`src/rtl/cpu_pkg.sv`:
```
// Shared CPU definitions: datapath width, instruction memory depth and the
// boot loader state type. Used by the loader, the instruction memory and the CPU.
package cpu_pkg;

    localparam int unsigned XLEN       = 32;
    localparam int unsigned IMEM_DEPTH = 256;

    typedef enum logic [2:0] {
        IDLE,
        CLEAR,
        LOAD,
        DRAIN,
        RUN
    } loader_state_t;

endpackage : cpu_pkg

```
`src/rtl/imem_loader.sv`:
```
// Boot-time instruction loader. Zero-fills instruction memory, streams program
// words into the memory write port, then raises start_o to let the CPU run.
// A new load request while running reloads without a full reset.
//
// Ports:
//   clk_i, rst_i      clock (rising edge), synchronous active-high reset
//   load_i            one-cycle load request (honoured in IDLE and RUN)
//   word_valid_i      program word available
//   word_data_i       program word
//   word_last_i       marks the final program word
//   word_ready_o      loader accepts a word (valid && ready = transfer)
//   imem_we_o         instruction memory write enable (registered)
//   imem_addr_o       instruction memory word address (registered)
//   imem_data_o       instruction memory write data (registered)
//   start_o           CPU run enable
//   busy_o            clearing, loading or draining
//   count_o           words accepted in the current or last session
//   overflow_o        sticky: DEPTH words accepted without word_last_i
module imem_loader
    import cpu_pkg::*;
#(
    parameter int unsigned DEPTH  = IMEM_DEPTH,
    parameter int unsigned ADDR_W = $clog2(DEPTH)
) (
    input  logic              clk_i,
    input  logic              rst_i,
    input  logic              load_i,
    input  logic              word_valid_i,
    input  logic [XLEN-1:0]   word_data_i,
    input  logic              word_last_i,
    output logic              word_ready_o,
    output logic              imem_we_o,
    output logic [ADDR_W-1:0] imem_addr_o,
    output logic [XLEN-1:0]   imem_data_o,
    output logic              start_o,
    output logic              busy_o,
    output logic [ADDR_W:0]   count_o,
    output logic              overflow_o
);

    localparam logic [ADDR_W-1:0] LAST_ADDR = ADDR_W'(DEPTH - 1);

    loader_state_t     state_q, state_d;
    logic [ADDR_W-1:0] cnt_q, cnt_d;      // shared clear / load address counter
    logic [ADDR_W:0]   count_q, count_d;
    logic              ovf_q, ovf_d;
    logic              we_q, we_d;
    logic [ADDR_W-1:0] addr_q, addr_d;
    logic [XLEN-1:0]   data_q, data_d;

    // State register and write-port flops
    always_ff @(posedge clk_i) begin
        if (rst_i) begin
            state_q <= IDLE;
            cnt_q   <= '0;
            count_q <= '0;
            ovf_q   <= 1'b0;
            we_q    <= 1'b0;
            addr_q  <= '0;
            data_q  <= '0;
        end else begin
            state_q <= state_d;
            cnt_q   <= cnt_d;
            count_q <= count_d;
            ovf_q   <= ovf_d;
            we_q    <= we_d;
            addr_q  <= addr_d;
            data_q  <= data_d;
        end
    end

    // Next-state and write-port logic
    always_comb begin
        state_d = state_q;
        cnt_d   = cnt_q;
        count_d = count_q;
        ovf_d   = ovf_q;
        we_d    = 1'b0;
        addr_d  = addr_q;
        data_d  = data_q;

        case (state_q)
            IDLE, RUN: begin
                // First clear write is registered on entry; counter points at the next one
                if (load_i) begin
                    state_d = CLEAR;
                    we_d    = 1'b1;
                    addr_d  = '0;
                    data_d  = '0;
                    cnt_d   = ADDR_W'(1);
                    count_d = '0;
                    ovf_d   = 1'b0;
                end
            end
            CLEAR: begin
                // Counter wraps to zero once DEPTH clear writes have been issued
                if (cnt_q == '0) begin
                    state_d = LOAD;
                end else begin
                    we_d   = 1'b1;
                    addr_d = cnt_q;
                    data_d = '0;
                    cnt_d  = cnt_q + ADDR_W'(1);
                end
            end
            LOAD: begin
                if (word_valid_i) begin
                    we_d    = 1'b1;
                    addr_d  = cnt_q;
                    data_d  = word_data_i;
                    cnt_d   = cnt_q + ADDR_W'(1);
                    count_d = count_q + (ADDR_W + 1)'(1);
                    if (word_last_i || (cnt_q == LAST_ADDR)) begin
                        state_d = DRAIN;
                        ovf_d   = ~word_last_i;
                    end
                end
            end
            DRAIN: begin
                state_d = RUN;
            end
            default: begin
                state_d = IDLE;
            end
        endcase
    end

    assign word_ready_o = (state_q == LOAD);
    assign start_o      = (state_q == RUN);
    assign busy_o       = (state_q == CLEAR) || (state_q == LOAD) || (state_q == DRAIN);
    assign imem_we_o    = we_q;
    assign imem_addr_o  = addr_q;
    assign imem_data_o  = data_q;
    assign count_o      = count_q;
    assign overflow_o   = ovf_q;

endmodule : imem_loader

```
`config.mk`:
```
export PLATFORM = sky130hd
export DESIGN_NAME = imem_loader
export DESIGN_NICKNAME = d
export VERILOG_FILES = /design/src/rtl/cpu_pkg.sv /design/src/rtl/imem_loader.sv
export SDC_FILE = /design/constraint.sdc
export NUM_CORES = 1
export LEC_CHECK = 0
export CAP_MARGIN = 20
export CELL_PAD_IN_SITES_DETAIL_PLACEMENT = 1
export CELL_PAD_IN_SITES_GLOBAL_PLACEMENT = 1
export CORE_ASPECT_RATIO = 1.2
export CORE_MARGIN = 4
export CORE_UTILIZATION = 34
export DETAILED_ROUTE_END_ITERATION = 10
export GPL_TIMING_DRIVEN = 0
export PLACE_DENSITY = 0.8
export SLEW_MARGIN = 40
export SYNTH_ARGS = -nofsm -noshare
export SYNTH_HDL_FRONTEND = slang
export SYNTH_SLANG_ARGS = --single-unit
```
`constraint.sdc`:
```
create_clock -name clk_i -period 2.2 [get_ports clk_i]
set_input_delay 0.22 -clock clk_i [delete_from_list [all_inputs] [get_ports clk_i]]
set_output_delay 0.22 -clock clk_i [all_outputs]
set_load 0.02 [all_outputs]
```
==> results.yml <==
grt:
  grt-ovfl-total: 0
  grt_usage_pct: 19.6
  grt_max_degree: 11
  grt_first_pass_wirelength_um: 15600
  first_global_vias: 3077
  antenna_found_initial: 0
yosys:
  postSynthCellCount: 337
  synthDistinctLibCells: 45
  synth_top_cells_by_area: "dfxtp_1 (43%), o211ai_1 (11%), a21oi_1 (8.4%)"
  avgSynthCellArea_sq_um: 8.65
  synth-edff-count: 0
  yosys-top-cells-count: "dfxtp_1 (62), a21oi_1 (49), nand3_1 (49)"
  yosysTopAreaCellShare_pct: 42.6
  syn-cell-area_sq_um: 2920
  synth_seq_cells: 62
  seq_area_frac_synth_pct: 42.6
  synth.most_common_cell: "dfxtp_1"
  synth_top_area_cell: "dfxtp_1"
  synth_warnings: 0
  syn-num-nets: 377
  synthFlopType: "dfxtp_1"
  ys_async_sr_fraction_pct: 0
timing:
  rsz0062_at_grt: "yes"
  timing_max_transition_violations_final: 0
  maxSlewHeadroom_pct: 59.5
  finalSetupViolCount: 0
  finClkSkew_ps: 11.9
  fin_crit_sh_pct: 96.2
  hold_ws_ps: 466
  post-route-min-period_ps: 2120
  max_freq_ghz: 0.472
  hold_violations: 0
  worst_slew_pin_slew_ps: 608
place:
  hpwl_um: 7140
  io_buffers: 90
  place_congestion: 0.827
  place_inst: 541
worst_setup_path:
  crit_chain: "inv_1, ha_1, nor4b_1, a21boi_1, buf_2, o2111ai_1, mux2i_1"
  cp_slowest_stage_delay_ps: 450
  criticalPathCategory: "reg2reg"
  r2r_slack_ps: 80
  path_max_fanout: 10
  cp-start-kind: "flop"
  worst-path-buf-inv: 2
  required_ps: 2470
  cp-end-kind: "flop"
  slowest_stage: "nor4b_1"
  arrival_ps: 2390
  cp_top_family: "compound AO/OA/AOI/OAI gates"
worst_hold_path:
  hp-class: "in2reg"
drt:
  first_pass_iters: 4
  ant_nets: 0
  avgViaCountPerCell: 5.44
  wl_per_cell_um: 17.8
  drcViolationCount: 0
  drt_iter0_drc: 162
  drt_wl_total_um: 9960
  vias: 3035
outcome:
  status: "finished clean"
clock_network:
  htree_levels: 3
  clk_latency_ps: 350
  cts_buffer_depth: 2
  cts.clk_slew.worst_paths_ps: 80
  numCtsBuffers: 9
  root_buffer: "clkbuf_8"
  clock-sinks: 62
  tritoncts: "yes"
final_layout:
  drive_above_1_share_pct: 12.4
  final_nets: 479
  syn2layout_area_growth_pct: 44.2
  finalNonFillerCells: 558
  num_antenna_cells: 0
floorplan:
  core-area_sq_um: 8240
  die_x_um: 92.6
  io_pins: 91
  die_h_um: 109
  design.die.area_sq_um: 10100
  rows: 36
  floorplan.initialDensity_pct: 35.4
power:
  ir_drop_mv: 0.364
  power.density_nw_per_um2: 776
  p_leak_nw: 1.40
job:
  max-cap-violations: 0
## registers in the layout, indices dropped and copies added, names as in the netlist
register and flops:
state_q 3, cnt_q 8, imem_addr_o 8, imem_data_o 32, imem_we_o 1, count_o 9
overflow_o 1
## routing by layer
layer / GRT usage (%) / part of all wire [%] / vias to the layer above
met5: 0 / 0 / -
met4: 8.81 / 1.7 / 0
met3: 3.35 / 2.9 / 12
met2: 35.1 / 53 / 66
met1: 22.9 / 43 / 1494
li1: - / - / 1463
## timing repair
action                     CTS  global route
setup endpoints to repair    7            26
setup buffers                1             0
gates resized for setup      6             8
hold buffers                 0             0
## final timing paths
check	start	endpoint	depth (start not counted)
setup / recovery	cnt_q[1]	cnt_q[5]	7
hold / removal	word_data_i[19]	imem_data_o[19]	3
setup reg to reg	cnt_q[1]	cnt_q[5]	7
hold reg to reg	imem_addr_o[0]	imem_addr_o[0]	2
## layout make-up
| class | instances | area (sq um) |
|---|---|---|
| Fill cell | 1000 | 4040 |
| Multi-Input combinational cell | 230 | 1460 |
| Sequential cell | 62 | 1240 |
| Timing Repair Buffer | 91 | 907 |
| Buffer | 40 | 218 |
| Clock buffer | 12 | 145 |
| Tap cell | 114 | 143 |
| Clock inverter | 4 | 70.1 |
| Inverter | 5 | 18.8 |
## power by group
group	leakage (nW)	total, W	internal (W)	switching [W]
logic	0.791	0.000926	0.000343	0.000583
clock network	0.110	0.00113	0.000666	0.000467
registers	0.501	0.00120	0.00117	0.0000348
total	1.40	0.00326	0.00218	0.00109
## cells in the final DEF (no fill, tap or decap), types with 3 or more instances in the layout
cell             count
clkdlybuf4s50_1     89
dfxtp_1             62
nand3_1             49
a21oi_1             49
o211ai_1            43
clkbuf_1            16
buf_2               15
nor2_1              11
clkbuf_8            10
o21ai_0              6
inv_1                5
buf_6                5
xor2_1               5
or3_1                4
or2_2                4
o2111ai_1            4
a31oi_1              4
nand2b_1             4
clkbuf_2             3
and2_1               3
buf_4                3
and3_1               3
nand2_1              3
ha_1                 3
## through the flow
step	util (%)	area [sq um]	TNS [ps]	setup WS, ps	total power, W
2_1_floorplan	-	2920	0	461	0.00178
3_3_place_gp	48.0	3960	-2830	-148	0.00211
3_5_place_dp	48.0	3960	-3530	-208	0.00213
4_1_cts	50.9	4190	0	66.3	0.00326
5_1_grt	51.0	4210	-3.61	-3.47	0.00341
6_report	51.0	4210	0	83.4	0.00326
## kinds of logic after synthesis
group	after synthesis	share of synthesized area, %
DFF	62	42.6
muxes	2	0.686
and+or+nand+nor	97	18.6
xor gates and xnor gates	6	1.80
AOI/OAI and AO/OA	122	27.2
buffers and inverters	45	7.85
adders and majority gates	3	1.29
## worst reg2reg max path, cell delays in order (launching register included)
cell and delay, ps:
dfxtp_1 380, inv_1 90, ha_1 160, nor4b_1 450
a21boi_1 160, buf_2 220, o2111ai_1 340, mux2i_1 250
Power figures use the tool's default switching activity.
